## src/rtl/segmented_crc_check_if.sv

```systemverilog
// Word stream and check-result bundle for segmented_crc_check.
// The master drives the received words; the slave (checker) returns the results.
interface segmented_crc_check_if #(
    parameter int N = 16
);
    logic         In_Valid;
    logic [N-1:0] In;
    logic         In_Last;
    logic         In_Ready;
    logic         Crc_Done;
    logic         Crc_Ok;
    logic [N-1:0] Crc_Calc;
    logic [7:0]   Err_Count;

    modport master (
        output In_Valid, In, In_Last,
        input  In_Ready, Crc_Done, Crc_Ok, Crc_Calc, Err_Count
    );

    modport slave (
        input  In_Valid, In, In_Last,
        output In_Ready, Crc_Done, Crc_Ok, Crc_Calc, Err_Count
    );
endinterface

```

## src/rtl/segmented_crc_check.sv

```systemverilog
// Word-serial CRC-16 frame checker: folds payload words into the CRC, compares the trailing word.
// Optional failed-frame counter enabled by defining CRC_CHECK_ERRCNT_EN.
module segmented_crc_check #(
    parameter int            N    = 16,
    parameter logic [N-1:0]  POLY = 16'h1021,
    parameter logic [N-1:0]  INIT = 16'h0000
) (
    input  logic                 Clk,
    input  logic                 Rst,
    segmented_crc_check_if.slave bus
);

    typedef enum logic [1:0] {
        IDLE  = 2'd0,
        ACCUM = 2'd1,
        CHECK = 2'd2
    } state_t;

    state_t       state_r;
    logic [N-1:0] crc_r;
    logic [N-1:0] calc_r;
    logic         ok_r;
    logic         done_r;
    logic         ready_r;
    logic         accept_s;
    logic [N-1:0] crc_next_s;

    // One full word step: (CRC ^ word) * x^N mod POLY, MSB first.
    function automatic logic [N-1:0] crc_step(input logic [N-1:0] crc, input logic [N-1:0] word);
        logic [N-1:0] c;
        c = crc ^ word;
        for (int i = 0; i < N; i++) begin
            c = c[N-1] ? ((c << 1) ^ POLY) : (c << 1);
        end
        return c;
    endfunction

    assign accept_s   = bus.In_Valid & ready_r;
    assign crc_next_s = crc_step(crc_r, bus.In);

    // Frame FSM: accumulate payload, latch the comparison on the trailing word.
    always_ff @(posedge Clk or posedge Rst) begin
        if (Rst) begin
            state_r <= IDLE;
            crc_r   <= INIT;
            calc_r  <= {N{1'b0}};
            ok_r    <= 1'b0;
            done_r  <= 1'b0;
            ready_r <= 1'b0;
        end else begin
            done_r <= 1'b0;
            case (state_r)
                IDLE, ACCUM: begin
                    ready_r <= 1'b1;
                    if (accept_s) begin
                        if (bus.In_Last) begin
                            calc_r  <= crc_r;
                            ok_r    <= (bus.In == crc_r);
                            done_r  <= 1'b1;
                            ready_r <= 1'b0;
                            crc_r   <= INIT;
                            state_r <= CHECK;
                        end else begin
                            crc_r   <= crc_next_s;
                            state_r <= ACCUM;
                        end
                    end else begin
                        state_r <= state_r;
                    end
                end
                CHECK: begin
                    ready_r <= 1'b1;
                    crc_r   <= INIT;
                    state_r <= IDLE;
                end
                default: begin
                    ready_r <= 1'b1;
                    crc_r   <= INIT;
                    state_r <= IDLE;
                end
            endcase
        end
    end

    assign bus.In_Ready = ready_r;
    assign bus.Crc_Done = done_r;
    assign bus.Crc_Ok   = ok_r;
    assign bus.Crc_Calc = calc_r;

`ifdef CRC_CHECK_ERRCNT_EN
    logic [7:0] err_r;
    logic       fail_s;

    assign fail_s = accept_s & bus.In_Last & (bus.In != crc_r);

    // Saturating count of frames whose trailing word mismatched.
    always_ff @(posedge Clk or posedge Rst) begin
        if (Rst) begin
            err_r <= 8'h00;
        end else if (fail_s && (err_r != 8'hFF)) begin
            err_r <= err_r + 8'h01;
        end else begin
            err_r <= err_r;
        end
    end

    assign bus.Err_Count = err_r;
`else
    assign bus.Err_Count = 8'h00;
`endif

endmodule

```

## src/flat_wrapper.sv

```systemverilog
// flat-port wrapper written by rule: the top's interface ports become plain ports
module segmented_crc_check_flat 
#(
    parameter int            N    = 16,
    parameter logic [N-1:0]  POLY = 16'h1021,
    parameter logic [N-1:0]  INIT = 16'h0000
)
  (Clk, Rst, bus_In_Valid, bus_In, bus_In_Last, bus_In_Ready, bus_Crc_Done, bus_Crc_Ok, bus_Crc_Calc, bus_Err_Count);
  segmented_crc_check_if #(.N(N)) bus_i ();
  input  logic Clk;
  input  logic Rst;
  input wire logic [$bits(bus_i.In_Valid)-1:0] bus_In_Valid;
  input wire logic [$bits(bus_i.In)-1:0] bus_In;
  input wire logic [$bits(bus_i.In_Last)-1:0] bus_In_Last;
  output wire logic [$bits(bus_i.In_Ready)-1:0] bus_In_Ready;
  output wire logic [$bits(bus_i.Crc_Done)-1:0] bus_Crc_Done;
  output wire logic [$bits(bus_i.Crc_Ok)-1:0] bus_Crc_Ok;
  output wire logic [$bits(bus_i.Crc_Calc)-1:0] bus_Crc_Calc;
  output wire logic [$bits(bus_i.Err_Count)-1:0] bus_Err_Count;
  assign bus_i.In_Valid = bus_In_Valid;
  assign bus_i.In = bus_In;
  assign bus_i.In_Last = bus_In_Last;
  assign bus_In_Ready = bus_i.In_Ready;
  assign bus_Crc_Done = bus_i.Crc_Done;
  assign bus_Crc_Ok = bus_i.Crc_Ok;
  assign bus_Crc_Calc = bus_i.Crc_Calc;
  assign bus_Err_Count = bus_i.Err_Count;
  segmented_crc_check #(.N(N), .POLY(POLY), .INIT(INIT)) u_core (.Clk(Clk), .Rst(Rst), .bus(bus_i));
endmodule
```

## config.mk

```make
export PLATFORM = sky130hd
export DESIGN_NAME = segmented_crc_check_flat
export DESIGN_NICKNAME = d
export VERILOG_FILES = /design/src/rtl/segmented_crc_check_if.sv /design/src/rtl/segmented_crc_check.sv /design/src/flat_wrapper.sv
export SDC_FILE = /design/constraint.sdc
export NUM_CORES = 1
export LEC_CHECK = 0
export ABC_AREA = 1
export CELL_PAD_IN_SITES_DETAIL_PLACEMENT = 0
export CELL_PAD_IN_SITES_GLOBAL_PLACEMENT = 2
export CORE_ASPECT_RATIO = 1.2
export CORE_UTILIZATION = 25
export DETAILED_ROUTE_END_ITERATION = 10
export GPL_TIMING_DRIVEN = 0
export PLACE_DENSITY = 0.72
export RECOVER_POWER = 100
export SLEW_MARGIN = 20
export SYNTH_ARGS = -nofsm -noshare
export SYNTH_HDL_FRONTEND = slang
export SYNTH_SLANG_ARGS = --single-unit
```

## constraint.sdc

```tcl
create_clock -name Clk -period 1.7 [get_ports Clk]
set_clock_uncertainty 0.15 [all_clocks]
set_input_delay 0.425 -clock Clk [delete_from_list [all_inputs] [get_ports Clk]]
set_output_delay 0.425 -clock Clk [all_outputs]
set_load 0.1 [all_outputs]
```

==> results.py, run 1 <==
metrics = {
    "global_routing": {
        "track_usage_pct": 15.1,
        "grt_pass1_vias": 2089,
        "antenna_found_initial": 0,
        "globalRouteOverflowTotal": 0,
        "grt_pass1_wl_mm": 10.4,
        "grt_max_degree": 20,
    },
    "yosys": {
        "synth-seq-cells": 36,
        "synth_top_cell_area_share_pct": 40.2,
        "yosysTopAreaCell": "dfrtp_1",
        "synth_cells": 313,
        "synth.distinct_cells": 25,
        "synth_warnings": 0,
        "netlist_area_sq_um": 2240,
        "synth.area.top_cells": "dfrtp_1, nand2_1, nand3_1",
        "synth.avg_cell_area_sq_um": 7.16,
        "seq_area_frac_synth_pct": 40.2,
    },
    "status": {
        "outcome": "finished clean",
    },
    "power": {
        "p_sw_mw": 4.08,
        "ir_worst_vdd_mv": 0.658,
        "p_leak_nw": 1.87,
        "pwr-share-seq_pct": 20.0,
        "switching_share_pct": 55.0,
        "comb_power_share_pct": 69.6,
        "clock_power_share_pct": 10.4,
        "p_per_area_nw_per_um2": 2090,
        "p_int_mw": 3.34,
    },
    "clock_network": {
        "path_clk_slew_ps": 80,
        "cts_tree": "done",
        "cts.sinks": 36,
        "cts_max_level": 2,
        "cts_buffer_depth": 2,
        "root_buffer": "clkbuf_8",
        "cts_made_buffers": 5,
        "clkLatencyLatePin_ps": 300,
        "hold_buffers": 0,
    },
    "job": {
        "maxCapViolCount": 0,
    },
    "detailed_routing": {
        "drc": 0,
        "detail_route.iter0.violations": 76,
        "routed_via_density": 4.29,
        "num_vias": 2272,
        "drt_wl_total_mm": 6.90,
        "detail_route.wl_per_cell_um": 13.0,
        "first_pass_iters": 4,
        "ant_nets": 0,
    },
    "floorplan": {
        "io-pin-count": 47,
        "die_x_um": 88.5,
        "fp.dieH_um": 106,
        "core_area_sq_um": 8660,
        "std_cell_rows": 37,
        "start_util_pct": 25.9,
        "dieArea_sq_um": 9350,
    },
    "worst_setup_path": {
        "cp.arrival_ps": 1730,
        "crit_start": "u_core.crc_r[12]",
        "worstReg2RegStart": "u_core.crc_r[12]",
        "required_ps": 1740,
        "worstSetupPathType": "reg2reg",
        "critical_path.max_fanout": 4,
        "endpoint_kind": "register",
        "cp-start-kind": "register",
    },
    "cells_and_area": {
        "n_fill_cell": 937,
        "antenna_cells": 0,
        "final_layout_size_suffix_gt1_share_pct": 44.2,
        "syn_to_final_growth_pct": 58.7,
        "post-route-util_pct": 41.1,
        "nNetsFinal": 431,
    },
    "placement": {
        "globalplace.congestion": 0.826,
        "portBuffers": 38,
        "dp_hpwl_mm": 4.91,
    },
    "sta": {
        "min_period_over_period_pct": 99.1,
        "period_needed_ps": 1680,
        "slew_headroom_pct": 46.8,
        "grt_setup_unrepaired": "true",
        "drv_slew": 0,
        "hold_viol": 0,
        "fmax_mhz": 594,
        "setup_viol": 0,
        "whs_ps": 329,
        "tightest_slew_ps": 797,
    },
    "hold_path": {
        "min_path_type": "reg2reg",
        "hold_start": "u_core.bus.Crc_Calc[5]",
    },
}
[path summary, 6_finish.rpt]
| path | to | slack, ps | cells after the start |
|---|---|---|---|
| max reg2reg | u_core.crc_r[13] | 20 | 8 |
| min in group asynchronous | u_core.bus.In_Ready | 570 | 2 |
| min reg2reg | u_core.bus.Crc_Calc[5] | 330 | 2 |
| min | u_core.bus.Crc_Calc[5] | 330 | 2 |
| max in group asynchronous | u_core.bus.In_Ready | 250 | 2 |
| max | u_core.crc_r[13] | 20 | 8 |
[Yosys cell counts, drive strengths merged]
master / count
inv: 30
o21ai: 18
conb: 1
nand2: 149
dfrtp: 36
clkbuf: 1
clkinv: 2
nor4: 1
xor2: 12
nor2: 3
buf: 11
nor3: 2
o22ai: 4
nand3: 30
xnor2: 11
a21oi: 1
nand4: 1
[cell families (layout without fill, tap and decap cells)]
family                 after synthesis  count (layout)  synth area share (%)
AND/OR/NAND/NOR                    186             186                  35.2
buffers and inverters               44             136                  9.15
flip-flops                          36              36                  40.2
AO/OA/AOI/OAI                       23              23                  5.36
XOR/XNOR                            23              23                  9.99
other                                1               8                 0.167
[power groups by stage]
stage	Sequential, mW	Combinational [mW]	Clock, mW
final	1.49	5.17	0.770
after global routing	1.54	5.54	0.825
after CTS	1.47	4.43	0.795
after detailed placement	1.46	3.97	0
after global placement	1.44	3.96	0
after floorplan	2.62	1.86	0
[what timing repair did]
action | in CTS | in global routing
endpoints found under the setup margin | 47 | 29
endpoints found under the hold margin | 0 | 0
pin swaps | 22 | 33
setup buffers | 20 | 25
gates resized for setup | 153 | 63
[area by class of cell]
cell class                 count  area, sq um  share of cell area, %
inverter                      32          125                   3.52
multi-input combinational    240         1520                   42.8
sequential                    36          911                   25.6
buffer                        12         95.1                   2.67
clock buffer                   6         72.6                   2.04
timing repair buffer          84          652                   18.3
clock inverter                 2         35.0                  0.985
tap                          117          146                   4.11
[metal layers]
layer	vias to the layer above	GRT usage [%]	part of all wire, %	routed length (um)
met5	-	0	0	0
met4	0	4.49	1.0	72
met3	8	2.35	3.7	252
met2	44	25.8	52	3620
met1	1071	19.2	43	2960
li1	1149	-	-	-
[cells in the final DEF (no fill, tap or decap), types with 2 or more instances in the layout]
cell type        count
nand2_8              2
o22ai_1              3
nand2_2             38
xor2_1               4
buf_4               54
buf_6                3
xor2_2               8
nand3_2             11
o21ai_0             15
nand3_1             19
o21ai_1              3
dfrtp_2              5
conb_1               8
nand2_1             99
inv_1               20
dfrtp_1             30
inv_2               10
nand2_4             10
xnor2_1              3
nor2_1               3
clkdlybuf4s50_1      3
dlygate4sd2_1       12
clkbuf_8             5
clkbuf_4             2
xnor2_2              7
buf_2               16
dlymetal6s2s_1       2
[stage by stage]
step / instances / cell area, sq um / power, mW / worst slack, ps / setup TNS (ps)
after floorplan: 320 / 2270 / 4.48 / 33.8 / 0
after global placement: 475 / 2800 / 5.40 / -853 / -45820
after detailed placement: 476 / 2830 / 5.43 / -725 / -22260
after CTS: 504 / 3160 / 6.69 / 1.36 / 0
after global routing: 529 / 3560 / 7.91 / -76.0 / -292
final: 529 / 3560 / 7.43 / 15.8 / 0
[state kept, by name, summed over array words and instances (netlist names)]
signal and count:
u_core.bus.In_Ready 1, u_core.state_r 1, u_core.crc_r 16, u_core.bus.Crc_Calc 16, u_core.bus.Crc_Ok 1, u_core.bus.Crc_Done 1
[critical path: stages, from the launching register on]
cell and delay (ps):
dfrtp_2 440, xnor2_2 250, nand2_2 120, nand2_4 110, buf_6 120, xor2_1 150, nand3_1 100, nand3_2 80
nand2_1 50
No activity file was read; power rests on OpenSTA's default activity.
==> inputs of run 2 (changes only) <==
--- a/config.mk
+++ b/config.mk
@@ -6,13 +6,14 @@
 export NUM_CORES = 1
 export LEC_CHECK = 0
 export ABC_AREA = 1
+export CAP_MARGIN = 20
 export CELL_PAD_IN_SITES_DETAIL_PLACEMENT = 0
 export CELL_PAD_IN_SITES_GLOBAL_PLACEMENT = 2
 export CORE_ASPECT_RATIO = 1.2
 export CORE_UTILIZATION = 25
 export DETAILED_ROUTE_END_ITERATION = 10
 export GPL_TIMING_DRIVEN = 0
-export PLACE_DENSITY = 0.72
+export PLACE_DENSITY = 0.74
 export RECOVER_POWER = 100
 export SLEW_MARGIN = 20
 export SYNTH_ARGS = -nofsm -noshare
==> run 2 against run 1 <==
Effect of this change:
- the run now ends with negative setup slack left
- clock power hardly changed
- core utilization is 0.56 points higher
- sequential share of layout area is 0.35 points lower
- sequential power hardly changed
- die area stayed put
- register-to-register slack worse by 20 ps
- worst hold slack hardly changed
- sequential cell count stayed put
- via count is 1.1% lower
- critical endpoint is now u_core.crc_r[6]
- largest cell class unchanged
- highest routed layer unchanged
==> results.py, run 2 (synthesis gave the netlist of run 1 again) <==
metrics = {
    "cells_and_area": {
        "nNetsFinal": 420,
        "layout_common_cells": "nand2_1, nand2_2, buf_4",
        "post-route-util_pct": 41.7,
        "stdcell_count": 518,
        "final_common_cell": "nand2_1",
        "multiInputGateArea_sq_um": 1640,
        "antenna_cells": 0,
        "syn_to_final_growth_pct": 60.9,
        "final_layout_size_suffix_gt1_share_pct": 46.4,
        "layout.area.seq_sq_um": 911,
        "n_fill_cell": 924,
        "design_area_sq_um": 3610,
    },
    "placement": {
        "placedCellCount": 476,
        "place_ws_ps": -750,
        "place_area_sq_um": 2830,
        "globalplace.congestion": 0.906,
        "portBuffers": 38,
        "dp_hpwl_mm": 4.87,
    },
    "detailed_routing": {
        "wl_met3_um": 188,
        "num_vias": 2247,
        "ant_nets": 0,
        "top_layer_used": "met4",
        "first_pass_iters": 4,
        "drc": 0,
        "drt_wl_total_mm": 6.87,
        "detail_route.iter0.violations": 101,
        "routed_via_density": 4.34,
        "met2WireLength_mm": 3.55,
        "wl_met1_mm": 3.09,
        "detail_route.wl_per_cell_um": 13.3,
    },
    "floorplan": {
        "std_cell_rows": 37,
        "fp.dieH_um": 106,
        "dieArea_sq_um": 9350,
        "core_area_sq_um": 8660,
        "io-pin-count": 47,
        "die_x_um": 88.5,
        "start_util_pct": 25.9,
    },
    "power": {
        "p_leak_nw": 1.87,
        "p_sw_mw": 4.27,
        "clock_power_share_pct": 10.0,
        "comb_power_share_pct": 70.6,
        "ir_worst_vdd_mv": 0.676,
        "p_per_area_nw_per_um2": 2140,
        "p_int_mw": 3.46,
        "power.total_mw": 7.72,
        "switching_share_pct": 55.2,
        "pwr-share-seq_pct": 19.4,
    },
    "clock_network": {
        "path_clk_slew_ps": 80,
        "cts_buffer_depth": 2,
        "clkLatencyLatePin_ps": 290,
        "hold_buffers": 0,
        "root_buffer": "clkbuf_8",
        "cts_tree": "done",
        "cts.sinks": 36,
        "cts_max_level": 2,
        "cts_made_buffers": 5,
    },
    "sta": {
        "setup_viol": 1,
        "drv_slew": 0,
        "grt_setup_unrepaired": "true",
        "hold_viol": 0,
        "finalWorstSetupSlack_ps": -8.42,
        "tightest_slew_ps": 725,
        "min_period_over_period_pct": 100,
        "period_needed_ps": 1710,
        "fmax_mhz": 585,
        "whs_ps": 329,
        "slew_headroom_pct": 51.6,
        "fin_setup_tns_ps": -8.42,
    },
    "hold_path": {
        "min_path_type": "reg2reg",
    },
    "global_routing": {
        "track_usage_pct": 15.0,
        "grt_max_degree": 23,
        "grt_pass1_vias": 2106,
        "grt_pass1_wl_mm": 10.6,
        "globalRouteOverflowTotal": 0,
        "antenna_found_initial": 0,
    },
    "worst_setup_path": {
        "required_ps": 1730,
        "cp.arrival_ps": 1740,
        "critical_path.max_fanout": 4,
        "worstSetupPathType": "reg2reg",
        "endpoint_kind": "register",
        "cp-start-kind": "register",
    },
    "status": {
        "violations": "negative setup slack",
        "outcome": "complete, but fails checks",
    },
    "job": {
        "maxCapViolCount": 0,
    },
}
## run 2: layout make-up
class / instances / area share (%)
sequential: 36 / 25.3
buffer: 12 / 2.64
tap: 117 / 4.06
inverter: 32 / 3.54
multi-input combinational: 240 / 45.4
timing repair buffer: 73 / 16.1
clock buffer: 6 / 2.01
clock inverter: 2 / 0.971
## run 2: repair_timing
item / CTS / global route
pin swaps: 23 / 41
setup endpoints to repair: 46 / 28
buffers inserted: 26 / 8
resized for setup: 149 / 98
## run 2: power groups by stage
stage,Clock (mW),Combinational [mW],Sequential [mW]
2_1_floorplan,0,1.86,2.62
3_3_place_gp,0,3.97,1.44
3_5_place_dp,0,3.99,1.46
4_1_cts,0.790,4.49,1.46
5_1_grt,0.830,5.85,1.55
6_report,0.770,5.46,1.50
## run 2: worst paths after layout
kind / cells past startpoint / slack, ps / from / to
setup / recovery: 9 / -8 / u_core.crc_r[12] / u_core.crc_r[6]
hold / removal: 2 / 330 / u_core.bus.Crc_Calc[0] / u_core.bus.Crc_Calc[0]
setup reg to reg: 9 / -8 / u_core.crc_r[12] / u_core.crc_r[6]
hold reg to reg: 2 / 330 / u_core.bus.Crc_Calc[0] / u_core.bus.Crc_Calc[0]
max in group asynchronous: 3 / 290 / Rst / u_core.bus.In_Ready
min in group asynchronous: 2 / 540 / Rst / u_core.crc_r[7]
## run 2: per-layer routing
| metal | vias to the layer above | track usage [%] |
|---|---|---|
| met5 | - | 0 |
| met4 | 0 | 3.80 |
| met3 | 4 | 2.11 |
| met2 | 42 | 25.5 |
| met1 | 1076 | 19.7 |
| li1 | 1125 | - |
## run 2: worst max-delay path: stages, from the launching register on
cell and delay (ps):
dfrtp_2 460, xnor2_4 240, buf_6 130, nand2_1 50
nand2_2 110, inv_1 90, nand3_2 90, nand3_1 130
nand3_2 100, nand2_1 50
